[config.mk]
export PLATFORM = sky130hd
export DESIGN_NAME = enigma_return_path_flat
export DESIGN_NICKNAME = d
export VERILOG_FILES = /design/src/rtl/enigma_return_path_if.sv /design/src/rtl/enigma_return_path.sv /design/src/flat_wrapper.sv
export SDC_FILE = /design/constraint.sdc
export NUM_CORES = 1
export LEC_CHECK = 0
export ABC_AREA = 1
export CORE_ASPECT_RATIO = 0.75
export CORE_MARGIN = 3
export CORE_UTILIZATION = 35
export CTS_CLUSTER_DIAMETER = 120
export CTS_CLUSTER_SIZE = 20
export DETAILED_ROUTE_END_ITERATION = 8
export PLACE_DENSITY = 0.52
export SLEW_MARGIN = 10
export SYNTH_ARGS = -nofsm -noshare
export SYNTH_HDL_FRONTEND = slang
export SYNTH_SLANG_ARGS = --single-unit
[constraint.sdc]
create_clock -name clk -period 5.3 [get_ports clk]
set_input_delay 1.325 -clock clk [delete_from_list [all_inputs] [get_ports clk]]
set_output_delay 1.325 -clock clk [all_outputs]
set_load 0.05 [all_outputs]
[src/rtl/enigma_return_path_if.sv]
// Bus bundle for the Enigma return leg: upstream token port plus downstream result port.
// Handshake: a transfer happens on a rising edge where valid && ready; the sender holds valid
// and its payload unchanged until that edge, and ready may depend combinationally on the
// downstream ready.
interface enigma_return_path_if;
  logic        in_valid;
  logic        in_ready;
  logic [4:0]  in_char;
  logic [14:0] in_pos;
  logic [14:0] in_ring;
  logic        out_valid;
  logic        out_ready;
  logic [4:0]  out_char;
  logic        out_err;

  modport slave (
    input  in_valid, in_char, in_pos, in_ring, out_ready,
    output in_ready, out_valid, out_char, out_err
  );

  modport master (
    output in_valid, in_char, in_pos, in_ring, out_ready,
    input  in_ready, out_valid, out_char, out_err
  );
endinterface

[src/rtl/enigma_return_path.sv]
// Return (post-reflector) leg of the Enigma datapath: left, middle, then right rotor through the
// inverse wiring, one rotor per pipeline stage, each token carrying its own positions/rings.
module enigma_return_path #(
  parameter int ROTOR_L = 1,
  parameter int ROTOR_M = 2,
  parameter int ROTOR_R = 3
) (
  input  logic                 clk,
  input  logic                 rst,
  enigma_return_path_if.slave  bus
);

  if (ROTOR_L < 1 || ROTOR_L > 3) begin : g_bad_rotor_l
    $error("ROTOR_L must be 1..3");
  end
  if (ROTOR_M < 1 || ROTOR_M > 3) begin : g_bad_rotor_m
    $error("ROTOR_M must be 1..3");
  end
  if (ROTOR_R < 1 || ROTOR_R > 3) begin : g_bad_rotor_r
    $error("ROTOR_R must be 1..3");
  end

  // Inverse wiring: index is the letter entering from the reflector side.
  localparam logic [4:0] INV_I [26] = '{
    5'd20, 5'd22, 5'd24, 5'd6,  5'd0,  5'd3,  5'd5,  5'd15, 5'd21, 5'd25, 5'd1,  5'd4,  5'd2,
    5'd10, 5'd12, 5'd19, 5'd7,  5'd23, 5'd18, 5'd11, 5'd17, 5'd8,  5'd13, 5'd16, 5'd14, 5'd9
  };
  localparam logic [4:0] INV_II [26] = '{
    5'd0,  5'd9,  5'd15, 5'd2,  5'd25, 5'd22, 5'd17, 5'd11, 5'd5,  5'd1,  5'd3,  5'd10, 5'd14,
    5'd19, 5'd24, 5'd20, 5'd16, 5'd6,  5'd4,  5'd13, 5'd7,  5'd23, 5'd12, 5'd8,  5'd21, 5'd18
  };
  localparam logic [4:0] INV_III [26] = '{
    5'd19, 5'd0,  5'd6,  5'd1,  5'd15, 5'd2,  5'd18, 5'd3,  5'd16, 5'd4,  5'd20, 5'd5,  5'd21,
    5'd13, 5'd25, 5'd7,  5'd24, 5'd8,  5'd23, 5'd9,  5'd22, 5'd11, 5'd17, 5'd10, 5'd14, 5'd12
  };

  function automatic logic [4:0] inv_wire(input int sel, input logic [5:0] idx);
    logic [4:0] w;
    w = 5'd0;
    if (idx < 6'd26) begin
      case (sel)
        1:       w = INV_I[idx[4:0]];
        2:       w = INV_II[idx[4:0]];
        default: w = INV_III[idx[4:0]];
      endcase
    end
    return w;
  endfunction

  // One rotor: shift by (pos-ring) into the wiring, look up, shift back; all mod 26.
  function automatic logic [4:0] rotor_pass(input int sel, input logic [4:0] c,
                                            input logic [4:0] pos, input logic [4:0] ring);
    logic [5:0] s, idx, w, o;
    if (pos >= ring) s = {1'b0, pos} - {1'b0, ring};
    else             s = {1'b0, pos} + 6'd26 - {1'b0, ring};
    idx = {1'b0, c} + s;
    if (idx >= 6'd26) idx = idx - 6'd26;
    w = {1'b0, inv_wire(sel, idx)};
    if (w >= s) o = w - s;
    else        o = w + 6'd26 - s;
    return o[4:0];
  endfunction

  function automatic logic field_bad(input logic [4:0] f);
    return f > 5'd25;
  endfunction

  logic       s1_valid, s2_valid, s3_valid;
  logic [4:0] s1_char, s2_char, s3_char;
  logic       s1_err, s2_err, s3_err;
  logic [9:0] s1_pos_mr, s1_ring_mr;
  logic [4:0] s2_pos_r, s2_ring_r;

  logic       s1_en, s2_en, s3_en;
  logic       in_err;
  logic [4:0] s1_char_d, s2_char_d, s3_char_d;

  // A stage may load when it is empty or its current token leaves this same cycle.
  assign s3_en = !s3_valid || bus.out_ready;
  assign s2_en = !s2_valid || s3_en;
  assign s1_en = !s1_valid || s2_en;

  assign bus.in_ready  = s1_en;
  assign bus.out_valid = s3_valid;
  assign bus.out_char  = s3_char;
  assign bus.out_err   = s3_err;

  always_comb begin
    in_err = field_bad(bus.in_char)
           || field_bad(bus.in_pos[14:10])  || field_bad(bus.in_pos[9:5])  || field_bad(bus.in_pos[4:0])
           || field_bad(bus.in_ring[14:10]) || field_bad(bus.in_ring[9:5]) || field_bad(bus.in_ring[4:0]);
    s1_char_d = in_err ? 5'd31
              : rotor_pass(ROTOR_L, bus.in_char, bus.in_pos[14:10], bus.in_ring[14:10]);
    s2_char_d = s1_err ? 5'd31
              : rotor_pass(ROTOR_M, s1_char, s1_pos_mr[9:5], s1_ring_mr[9:5]);
    s3_char_d = s2_err ? 5'd31
              : rotor_pass(ROTOR_R, s2_char, s2_pos_r, s2_ring_r);
  end

  always_ff @(posedge clk or posedge rst) begin
    if (rst) begin
      s1_valid   <= 1'b0;
      s1_char    <= 5'd0;
      s1_err     <= 1'b0;
      s1_pos_mr  <= 10'd0;
      s1_ring_mr <= 10'd0;
      s2_valid   <= 1'b0;
      s2_char    <= 5'd0;
      s2_err     <= 1'b0;
      s2_pos_r   <= 5'd0;
      s2_ring_r  <= 5'd0;
      s3_valid   <= 1'b0;
      s3_char    <= 5'd0;
      s3_err     <= 1'b0;
    end else begin
      if (s1_en) begin
        s1_valid <= bus.in_valid;
        if (bus.in_valid) begin
          s1_char    <= s1_char_d;
          s1_err     <= in_err;
          s1_pos_mr  <= bus.in_pos[9:0];
          s1_ring_mr <= bus.in_ring[9:0];
        end
      end
      if (s2_en) begin
        s2_valid <= s1_valid;
        if (s1_valid) begin
          s2_char   <= s2_char_d;
          s2_err    <= s1_err;
          s2_pos_r  <= s1_pos_mr[4:0];
          s2_ring_r <= s1_ring_mr[4:0];
        end
      end
      // Output register: holds char/err steady while downstream stalls.
      if (s3_en) begin
        s3_valid <= s2_valid;
        if (s2_valid) begin
          s3_char <= s3_char_d;
          s3_err  <= s2_err;
        end
      end
    end
  end

endmodule

[src/flat_wrapper.sv]
// flat-port wrapper written by rule: the top's interface ports become plain ports
module enigma_return_path_flat 
#(
  parameter int ROTOR_L = 1,
  parameter int ROTOR_M = 2,
  parameter int ROTOR_R = 3
)
  (clk, rst, bus_in_valid, bus_in_char, bus_in_pos, bus_in_ring, bus_out_ready, bus_in_ready, bus_out_valid, bus_out_char, bus_out_err);
  enigma_return_path_if bus_i ();
  input  logic clk;
  input  logic rst;
  input wire logic [$bits(bus_i.in_valid)-1:0] bus_in_valid;
  input wire logic [$bits(bus_i.in_char)-1:0] bus_in_char;
  input wire logic [$bits(bus_i.in_pos)-1:0] bus_in_pos;
  input wire logic [$bits(bus_i.in_ring)-1:0] bus_in_ring;
  input wire logic [$bits(bus_i.out_ready)-1:0] bus_out_ready;
  output wire logic [$bits(bus_i.in_ready)-1:0] bus_in_ready;
  output wire logic [$bits(bus_i.out_valid)-1:0] bus_out_valid;
  output wire logic [$bits(bus_i.out_char)-1:0] bus_out_char;
  output wire logic [$bits(bus_i.out_err)-1:0] bus_out_err;
  assign bus_i.in_valid = bus_in_valid;
  assign bus_i.in_char = bus_in_char;
  assign bus_i.in_pos = bus_in_pos;
  assign bus_i.in_ring = bus_in_ring;
  assign bus_i.out_ready = bus_out_ready;
  assign bus_in_ready = bus_i.in_ready;
  assign bus_out_valid = bus_i.out_valid;
  assign bus_out_char = bus_i.out_char;
  assign bus_out_err = bus_i.out_err;
  enigma_return_path #(.ROTOR_L(ROTOR_L), .ROTOR_M(ROTOR_M), .ROTOR_R(ROTOR_R)) u_core (.clk(clk), .rst(rst), .bus(bus_i));
endmodule
* Yosys cells after proc, flatten, opt, wreduce, memory -nomap -nowiden
Memory sizes are Yosys's and may differ from the RTL's.
Cells that the tools add are included.
** Storage, ports and cells
- Flip-flop bits (word level) :: 51
- Bits in latches :: 0
- Memory bits (writable) :: 0
- ROM bits :: 480
- Input bits :: 39
- Output and inout port bits :: 8
- Word-level logic and storage cells :: 101
- Memories :: 3
** Operators by class
- Add/sub/neg operators :: 24
- Multipliers :: 0
- Div/mod/pow operators :: 0
- Order comparisons :: 22
- Eq/ne operators :: 0
- Shift operators :: 0
- Multiplexer cells :: 21
- Bitwise operators :: 3
- Reduce and logical (&&, ||, !) cells :: 15
** Memory list
- (name not given) :: depth 32, bits a word 5, rd ports 1, clocked after Yosys merged registers in 0, wr ports 0, RTL line enigma_return_path.sv:43 : 2: w = INV_II[idx[4:0]];
- (name not given) :: depth 32, bits a word 5, rd ports 1, clocked after Yosys merged registers in 0, wr ports 0, RTL line enigma_return_path.sv:44 : default: w = INV_III[idx[4:0]];
- (name not given) :: depth 32, bits a word 5, rd ports 1, clocked after Yosys merged registers in 0, wr ports 0, RTL line enigma_return_path.sv:42 : 1: w = INV_I[idx[4:0]];
** Operator list (number)
- 2-to-1 mux 5 bit :: 15
- 2-to-1 mux 6 bit :: 6
- > comparator 5 bit (second input constant) :: 7
- subtractor 5 bit :: 6
- adder 5 x 5 -> 6 bit (second input constant) :: 3
- adder 5 x 6 -> 6 bit :: 3
- >= comparator 5 x 6 -> 1 bit :: 3
- >= comparator 6 x 5 -> 1 bit (second input constant) :: 3
- >= comparator 6 bit (second input constant) :: 3
- less-than comparator 6 x 5 -> 1 bit (second input constant) :: 3
- inverter 5 -> 6 bit :: 3
- subtractor 5 x 5 -> 6 bit :: 3
- subtractor 6 x 5 -> 6 bit :: 3
- subtractor 6 x 5 -> 6 bit (second input constant) :: 3
- adder 5 bit (second input constant) :: 3
- >= comparator 5 bit :: 3
- logical OR 1 bit :: 9
- AND reduction 2 bit :: 3
- logical NOT 1 bit :: 3

* Depth between registers and ports, before layout
Gate-level depths: netlist of the first run.
- Depth in word-level cells :: 15
- Depth in mapped cells :: 40
- Depth with buffers taken out :: 40

* Worst setup path after synthesis of the first run
No wires, ideal clock.
- Path kind :: input port to flip-flop
- From :: in bus_in_pos[10]
- To :: reg u_core.s1_char[2]
- Library setup time :: 0.120 ns
- Data arrival time :: 5.843 ns
- Required time :: 5.180 ns
- Setup slack :: -0.662 ns
- Cell stages on the path :: 32
- Buffers on the path :: 0
- Cell sequence :: inv_1 > ha_1 > fa_1 > nand2_1 > nand2_1 > nand2_2 > xor2_1 > inv_1 > fa_1 > nand3b_1 > nand2_1 > xor2_1 > nand2_2 > nand3_2 > nand2_1 > nand2_1 > ha_1 > inv_1 > nand2_1 > nand3_1 > nand3_1 > nand3_1 > ha_1 > fa_1 > o21ai_0 > o21ai_0 > nand2_1 > nand2_1 > inv_1 > o211ai_1 > o21ai_0 > inv_1
** Between the ends
- Word-level cells in the longest chain between the ends :: 15
- Elaborated cells between the ends (all ways) :: 28
- Classes of those cells :: add/sub: 8; order compare: 5; mux: 7; bitwise: 1; reduce/logical: 6; memory: 1
** RTL lines
- start: declaration :: RTL line flat_wrapper.sv:14 : input wire logic [$bits(bus_i.in_pos)-1:0] bus_in_pos;
- adder 5 x 5 -> 6 bit :: RTL line enigma_return_path.sv:55 : else s = {1'b0, pos} + 6'd26 - {1'b0, ring};
- subtractor 6 x 5 -> 6 bit :: RTL line enigma_return_path.sv:55
- 2-to-1 mux 6 bit :: RTL line enigma_return_path.sv:54 : if (pos >= ring) s = {1'b0, pos} - {1'b0, ring};
- adder 5 x 6 -> 6 bit :: RTL line enigma_return_path.sv:56 : idx = {1'b0, c} + s;
- subtractor 6 x 5 -> 6 bit or >= comparator 6 x 5 -> 1 bit (tied branches) :: RTL line enigma_return_path.sv:57 : if (idx >= 6'd26) idx = idx - 6'd26;
- 2-to-1 mux 6 bit :: RTL line enigma_return_path.sv:57
- inverter 5 -> 6 bit (implied by the code) :: RTL line enigma_return_path.sv:42
- memory (32 x 5 bit)
- 2-to-1 mux 5 bit (implied by the code) (2 in series) :: RTL line enigma_return_path.sv:42
- 2-to-1 mux 5 bit :: RTL line enigma_return_path.sv:40 : if (idx < 6'd26) begin
- adder 5 bit :: RTL line enigma_return_path.sv:60 : else o = w + 6'd26 - s;
- subtractor 5 bit :: RTL line enigma_return_path.sv:60
- 2-to-1 mux 5 bit :: RTL line enigma_return_path.sv:59 : if (w >= s) o = w - s;
- 2-to-1 mux 5 bit (*) :: RTL line enigma_return_path.sv:92 : s1_char_d = in_err ? 5'd31
- end signal: assignment :: RTL line enigma_return_path.sv:119 : s1_char <= s1_char_d;
- end: declaration :: RTL line enigma_return_path.sv:69 : logic [4:0] s1_char, s2_char, s3_char;
Mark *: on every way between the ends. The rest lies on a longest branch, timed or not. The select of a mux whose other input is x is not followed.
A chain may end at the register's enable or synchronous reset.

* Worst setup path in the final report of the first run
- From :: in bus_in_pos[11]
- To :: reg u_core.s1_char[4]
Same word-level chain as after synthesis.

==> results of run 1 <==
## cell usage after synthesis (2+ instances only)
cell type | number | share of area
nand3b_1 | 9 | 0.0097
xor2_1 | 19 | 0.024
clkbuf_1 | 6 | 0.0032
o22ai_1 | 2 | 0.0018
a31oi_1 | 7 | 0.0063
nor2_1 | 70 | 0.038
nand4_1 | 6 | 0.0054
xnor2_1 | 18 | 0.023
nand3_4 | 2 | 0.0050
nand3_1 | 77 | 0.055
mux2_2 | 2 | 0.0032
dfrtp_1 | 51 | 0.18
or2_2 | 5 | 0.0045
buf_6 | 2 | 0.0032
o21ai_0 | 49 | 0.035
inv_2 | 7 | 0.0038
nor2_2 | 3 | 0.0027
inv_1 | 175 | 0.094
ha_1 | 102 | 0.18
o211ai_1 | 13 | 0.014
nand2_2 | 24 | 0.022
o21ai_1 | 3 | 0.0022
a21oi_2 | 3 | 0.0038
a21oi_1 | 53 | 0.038
nand2_4 | 10 | 0.016
nand3_2 | 9 | 0.013
nand2_1 | 249 | 0.13
a21o_1 | 3 | 0.0032
fa_1 | 21 | 0.060
## kinds of logic after synthesis
group	count (synthesis)	synth area share
AO/OA/AOI/OAI	138	0.111
XOR/XNOR	37	0.0464
adder cells (fa/ha/maj)	123	0.243
buffers and inverters	191	0.105
flip-flops	51	0.183
multiplexers	2	0.00323
AND/OR/NAND/NOR	467	0.308
## how the worst max path moves through the flow
stage / start / endpoint / slack, ns
6_report: bus_in_pos[11] / u_core.s1_char[4]$_DFFE_PP0P_ / -0.29
5_1_grt: bus_in_ring[12] / u_core.s1_char[4]$_DFFE_PP0P_ / -0.54
4_1_cts: bus_in_pos[12] / u_core.s1_char[4]$_DFFE_PP0P_ / -0.21
3_5_place_dp: bus_in_ring[11] / u_core.s1_char[4]$_DFFE_PP0P_ / -1.16
3_3_place_gp: bus_in_ring[11] / u_core.s1_char[4]$_DFFE_PP0P_ / -1.04
2_1_floorplan: bus_in_pos[10] / u_core.s1_char[4]$_DFFE_PP0P_ / -0.29
## cell type report
cell class                      instances  area (um^2)  area share
Clock buffer                            5          125      0.0110
Inverter                              183          722      0.0635
Sequential cell                        51         1280       0.112
Clock inverter                          2         37.5     0.00330
Tap cell                              253          317      0.0279
Timing Repair Buffer                  316         2560       0.225
Multi-Input combinational cell        767         6330       0.557
## sequential cells by signal, summed over array words and instances (netlist names)
signal,flops
u_core.s1_err,1
u_core.bus.out_err,1
u_core.s1_ring_mr,10
u_core.s2_char,5
u_core.s1_valid,1
u_core.s2_err,1
u_core.bus.out_char,5
u_core.s1_char,5
u_core.s1_pos_mr,10
u_core.bus.out_valid,1
u_core.s2_pos_r,5
u_core.s2_ring_r,5
u_core.s2_valid,1
## per-stage QoR
step            util  setup TNS, ns  area (um^2)  instances
4_1_cts        0.522         -0.760        10100       1541
6_report       0.585         -0.850        11400       1577
2_1_floorplan      -         -0.733         7210       1009
5_1_grt        0.585          -2.66        11400       1577
3_5_place_dp   0.492          -5.85         9550       1514
3_3_place_gp   0.492          -5.30         9550       1514
## worst min-delay path, cell delays in order (launching register included)
cell	delay, ns
dfrtp_1	0.34
inv_1	0.05
nand2_1	0.05
## per-layer routing
metal,wire (um),vias up
met5,0,-
met4,174,0
met1,10400,3307
met3,612,16
met2,9330,87
li1,-,3841
## what timing repair did
item                       CTS  global route
cloned                       0             0
pin swaps                   59           148
hold buffers                 0             0
setup buffers               20            38
gates resized for setup    109           237
setup endpoints to repair   12            12
==> results.json, run 1 <==
{
  "met2_usage": 0.275,
  "global_route.peak_usage_layer": "met1",
  "path_delay_family": "adder cells",
  "rows": 44,
  "final_cell_mix": "buf_4 (253), nand2_1 (197), inv_1 (127), nand2_2 (63)",
  "syn_area_um2": 6980,
  "io-pin-count": 47,
  "die_w_um": 169,
  "wl_per_cell_um": 13.0,
  "max_stage_delay_ns": 0.48,
  "use_met1": 0.277,
  "drtAntennaViolNets": 0,
  "timing.final.crit_share": 1.06,
  "core_um2": 19400,
  "yosysWarnings": 0,
  "worstSetupStartpointType": "input port",
  "nFillCells": 1767,
  "grt_pass1_vias": 6896,
  "status": "complete, but fails checks",
  "grt_pass1_wl_mm": 32.5,
  "start_util": 0.359,
  "relSlewSlack": 0.333,
  "grt_antenna_before_repair": 0,
  "cts_buffers": 5,
  "r2r_end": "u_core.bus.out_char[3]$_DFFE_PP0P_",
  "synth_flop_cell": "dfrtp_1",
  "ys_seq_area_frac": 0.183,
  "vias": 7251,
  "clk_pin_slew_ns": 0.07,
  "htree_levels": 2,
  "grt.overflow.total": 0,
  "layout-drive-gt1-share": 0.463,
  "rr_startpoint": "u_core.s2_pos_r[1]$_DFFE_PP0P_",
  "slowest_stage": "fa_2",
  "drcViolationCount": 0,
  "grt_usage": 0.179,
  "synth_edf_count": 0,
  "cp-end-kind": "register",
  "fin_hold_ws_ns": 0.475,
  "setup_viol_count_final": 4,
  "synthArstFlopShare": 1.00,
  "synth_nets": 1171,
  "gp_congestion": 0.840,
  "synth.avg_cell_area_um2": 6.91,
  "cts_tree": "yes",
  "crit_cells": 33,
  "violations": "setup timing",
  "crit_type": "in2reg",
  "drt_wl_total_mm": 20.5,
  "crit_path_max_fanout": 5,
  "post-dp-hpwl_mm": 15.2,
  "ff2ff_path_depth": 37,
  "max_freq_mhz": 179,
  "pre_cts_slack_ns": -1.16,
  "clk_latency_ns": 0.31,
  "synth-seq-cells": 51,
  "finalHoldViolCount": 0,
  "grt_max_degree": 52,
  "reg2reg_slack_ns": 0.04,
  "cts.sink_count": 51,
  "hold_path_end": "u_core.bus.out_valid$_DFFE_PP0P_",
  "min_path_type": "reg2reg",
  "worstHoldStart": "u_core.s2_valid$_DFFE_PP0P_",
  "via_per_inst": 4.60,
  "mostFrequentLayoutCell": "buf_4",
  "synth_cells": 1009,
  "clock_path_buffers": 2,
  "area_delta_synth_final_pct": 62.9,
  "dr.pass1.iters": 5,
  "final_nets": 1486,
  "crit_top_cell": "ha_4",
  "synth_cell_types": 38,
  "rsz0062_at_grt": "yes",
  "dieArea_um2": 21700,
  "drt_iter0_markers": 299,
  "die_y_um": 128,
  "cts_root_buf": "clkbuf_16",
  "port_buffers": 46,
  "fin_ws_ns": -0.295,
  "cap_violations": 0,
  "grtUsageMet3": 0.0154,
  "finalCriticalPeriod_ns": 5.59,
  "finalMaxSlewViolations": 0,
  "min_path_cells": 2,
  "cp_num_buf_inv": 5,
  "arrival_ns": 5.78,
  "required_ns": 5.49,
  "fin_skew_ns": 0.0113,
  "antenna_cells": 0,
  "tightest_slew_ns": 0.999
}
Power of run 1 is left out: the tool's default activity adds up to more than one toggle a clock period on the data nets, which glitch-free logic cannot reach.
==> inputs of run 2 (changes only) <==
--- a/config.mk
+++ b/config.mk
@@ -8,11 +8,11 @@
 export ABC_AREA = 1
 export CORE_ASPECT_RATIO = 0.75
 export CORE_MARGIN = 3
-export CORE_UTILIZATION = 35
+export CORE_UTILIZATION = 56
 export CTS_CLUSTER_DIAMETER = 120
 export CTS_CLUSTER_SIZE = 20
 export DETAILED_ROUTE_END_ITERATION = 8
-export PLACE_DENSITY = 0.52
+export PLACE_DENSITY = 0.77
 export SLEW_MARGIN = 10
 export SYNTH_ARGS = -nofsm -noshare
 export SYNTH_HDL_FRONTEND = slang
==> run 2 against run 1 <==
- the run now fails in global routing (5_1_grt)
- area after synthesis stayed put
- synthesized cell count stayed put
==> results.json, run 2 <==
{
  "cts_root_buf": "clkbuf_16",
  "start_util": 0.588,
  "placed_area_um2": 9120,
  "htree_levels": 2,
  "synth.avg_cell_area_um2": 6.91,
  "synth_top_family_by_area": "simple AND/OR/NAND/NOR gates",
  "synth_flop_cell": "dfrtp_1",
  "die_w_um": 135,
  "hold_buffers": 0,
  "die_y_um": 103,
  "yosysMostFrequentCell": "nand2_1",
  "synth_edf_count": 0,
  "synthArstFlopShare": 1.00,
  "stop_stage": "global routing (5_1_grt)",
  "ys_seq_area_frac": 0.183,
  "firstError": "[ERROR GRT-0232] Routing congestion too high. Check the congestion heatmap in the GUI.",
  "yosysWarnings": 0,
  "synth_fa_ha_area_frac": 0.243,
  "cts.sink_count": 51,
  "synth_compound_area_frac": 0.111,
  "io-pin-count": 47,
  "grt_max_degree": 52,
  "syn_area_um2": 6980,
  "synth_cell_types": 38,
  "worst-ep-kind": "register data pin",
  "clock_path_buffers": 2,
  "synthMuxAreaShare": 0.00323,
  "synth_nets": 1171,
  "grt_usage": 0.599,
  "cts_buffers": 5,
  "synth_top_area_share": 0.183,
  "crit_endpoint": "u_core.s1_char[4]$_DFFE_PP0P_/D",
  "synth_area_leaders": "dfrtp_1 (18%), ha_1 (18%), nand2_1 (13%)",
  "gp_congestion": 0.947,
  "synth_common_cells": "nand2_1 (249), inv_1 (175), ha_1 (102)",
  "synth_cells": 1009,
  "post-dp-hpwl_mm": 15.1,
  "synth.largest_area_cell": "dfrtp_1",
  "port_buffers": 46,
  "synthXorXnorAreaFrac": 0.0464,
  "grt.overflow.total": 3,
  "rows": 34,
  "status": "stopped before the end",
  "yosys.area_share.simple": 0.308,
  "synth-seq-cells": 51
}
## run 2: cell counts after synthesis
No cell type changed its count.
## run 2: cell families after synthesis
logic type / count (synthesis)
and+or+nand+nor: 467
AOI/OAI and AO/OA: 138
buffers and inverters: 191
muxes: 2
DFF: 51
adders and majority gates: 123
xor gates and xnor gates: 37
## run 2: through the flow
step / hold WS, ns / setup slack, ns / setup TNS [ns] / util / std cells
2_1_floorplan: 0.445 / -0.288 / -0.733 / - / 1009
3_3_place_gp: 0.456 / -1.06 / -4.79 / 0.769 / 1381
3_5_place_dp: 0.467 / -1.15 / -5.79 / 0.769 / 1381
4_1_cts: 0.487 / -0.182 / -0.634 / 0.827 / 1418
## run 2: what timing repair did
| item | in CTS |
|---|---|
| gates cloned | 0 |
| pin swaps | 46 |
| setup endpoints to repair | 13 |
| setup buffers | 29 |
| gates resized for setup | 113 |
## run 2: per-layer routing
metal  global-route usage  overflow
met1                0.609         0
met2                0.839         1
met3                0.383         0
met4                0.560         2
met5               0.0139         0
==> inputs of run 3 (changes only) <==
--- a/config.mk
+++ b/config.mk
@@ -6,13 +6,10 @@
 export NUM_CORES = 1
 export LEC_CHECK = 0
 export ABC_AREA = 1
-export CORE_ASPECT_RATIO = 0.75
 export CORE_MARGIN = 3
-export CORE_UTILIZATION = 56
-export CTS_CLUSTER_DIAMETER = 120
-export CTS_CLUSTER_SIZE = 20
+export CORE_UTILIZATION = 40
 export DETAILED_ROUTE_END_ITERATION = 8
-export PLACE_DENSITY = 0.77
+export PLACE_DENSITY_LB_ADDON = 0.15
 export SLEW_MARGIN = 10
 export SYNTH_ARGS = -nofsm -noshare
 export SYNTH_HDL_FRONTEND = slang
==> constraint.sdc (replaced) <==
create_clock -name clk -period 6.89 [get_ports clk]
set_input_delay 1.7225 -clock clk [delete_from_list [all_inputs] [get_ports clk]]
set_output_delay 1.7225 -clock clk [all_outputs]
set_load 0.05 [all_outputs]
==> run 3 against run 2 <==
- the flow now finishes without violations
==> results.json, run 3 (same netlist as run 1, synthesis figures left out) <==
{
  "grt_antenna_before_repair": 0,
  "tightest_slew_ns": 1.05,
  "cp-end-kind": "register",
  "setup_viol_count_final": 0,
  "rr_startpoint": "u_core.s2_pos_r[2]$_DFFE_PP0P_",
  "crit_cells": 35,
  "core_um2": 16800,
  "clock_path_buffers": 2,
  "max_stage_delay_ns": 0.48,
  "die_y_um": 138,
  "dr.pass1.iters": 5,
  "ff2ff_path_depth": 33,
  "r2r_end": "u_core.bus.out_char[3]$_DFFE_PP0P_",
  "timing.final.crit_share": 0.940,
  "layout-drive-gt1-share": 0.136,
  "finalHoldViolCount": 0,
  "worstHoldStart": "u_core.s1_ring_mr[4]$_DFFE_PP0P_",
  "area_delta_synth_final_pct": 19.6,
  "startpoint": "bus_in_ring[12]",
  "via_per_inst": 4.78,
  "vias": 6366,
  "fin_hold_ws_ns": 0.481,
  "crit_type": "in2reg",
  "mostFrequentLayoutCell": "nand2_1",
  "clk_pin_slew_ns": 0.06,
  "io-pin-count": 47,
  "endpoint": "u_core.s1_char[4]$_DFFE_PP0P_",
  "slowest_stage": "fa_1",
  "arrival_ns": 6.71,
  "drt_wl_total_mm": 15.7,
  "worstSetupStartpointType": "input port",
  "port_buffers": 46,
  "cts_buffers": 5,
  "cap_violations": 0,
  "crit_path_max_fanout": 6,
  "cts_root_buf": "clkbuf_16",
  "fin_cells": 1332,
  "wl_per_cell_um": 11.8,
  "grt.overflow.total": 0,
  "min_path_type": "reg2reg",
  "drcViolationCount": 0,
  "top_regs": "u_core.s1_pos_mr x10, u_core.s1_ring_mr x10",
  "htree_levels": 2,
  "grt_usage": 0.160,
  "die_w_um": 138,
  "grt_pass1_vias": 5967,
  "post-dp-hpwl_mm": 13.3,
  "cts.sink_count": 51,
  "gp_congestion": 0.831,
  "hold_buffers": 0,
  "final_nets": 1274,
  "grt_pass1_wl_mm": 26.5,
  "cts_tree": "yes",
  "drt_iter0_markers": 252,
  "path_delay_family": "adder cells",
  "rows": 47,
  "drtAntennaViolNets": 0,
  "crit_top_cell": "nand2_1",
  "status": "finished clean",
  "relSlewSlack": 0.300,
  "cp_num_buf_inv": 7,
  "grt_max_degree": 52,
  "antenna_cells": 0,
  "dieArea_um2": 19100,
  "start_util": 0.415,
  "placed_cells": 1324,
  "finalCriticalPeriod_ns": 6.48,
  "max_freq_mhz": 154,
  "fin_skew_ns": 0.00621,
  "reg2reg_slack_ns": 0.74,
  "fin_setup_tns_ns": 0,
  "clk_latency_ns": 0.30,
  "final_cell_mix": "nand2_1 (247), inv_1 (173), ha_1 (98), nand3_1 (77), nor2_1 (69)",
  "required_ns": 7.12,
  "finalMaxSlewViolations": 0
}
==> run 3: cell type report <==
cell class	count	area [um^2]
well taps	220	275
clock buffers	6	139
flip-flops and latches	51	1280
clock inverters	1	8.76
fillers	1759	8480
inverters	183	689
repair buffers	104	896
multi-input cells	767	5060
==> run 3: tightest hold or removal path, delay by kind of cell, from the launching register on <==
family | cells | cell delay, ns
AND/OR/NAND/NOR | 2 | 0.11
flip-flops | 1 | 0.34
==> run 3: routing by layer <==
metal / vias to the layer above / GRT usage / wire length [um]
met4: 0 / 0.0208 / 90
met2: 66 / 0.299 / 7950
met3: 10 / 0.0145 / 288
met1: 2871 / 0.205 / 7360
met5: - / 0 / 0
li1: 3419 / - / -
==> run 3: repair_timing <==
action,CTS,global route
gates resized for setup,0,24
buffers inserted,0,1
endpoints found under the setup margin,0,4
==> run 3: stage by stage <==
step | setup slack (ns) | cell area, um^2 | utilization
2_1_floorplan | 0.530 | 6980 | -
3_3_place_gp | -0.109 | 8100 | 0.481
3_5_place_dp | -0.205 | 8100 | 0.481
4_1_cts | 0.0846 | 8240 | 0.490
5_1_grt | -0.00404 | 8340 | 0.496
6_report | 0.410 | 8340 | 0.496
==> run 3: worst min path at each step <==
stage                                            end  slack (ns)  depth (start not counted)
detailed placement  u_core.s1_ring_mr[2]$_DFFE_PP0P_        0.47                          2
finish              u_core.s1_ring_mr[4]$_DFFE_PP0P_        0.48                          2
global placement    u_core.s1_ring_mr[1]$_DFFE_PP0P_        0.47                          2
CTS                 u_core.s1_ring_mr[4]$_DFFE_PP0P_        0.49                          2
floorplan           u_core.s1_ring_mr[0]$_DFFE_PP0P_        0.44                          2
global route        u_core.bus.out_valid$_DFFE_PP0P_        0.51                          2
Power of run 3 is left out for the same reason.
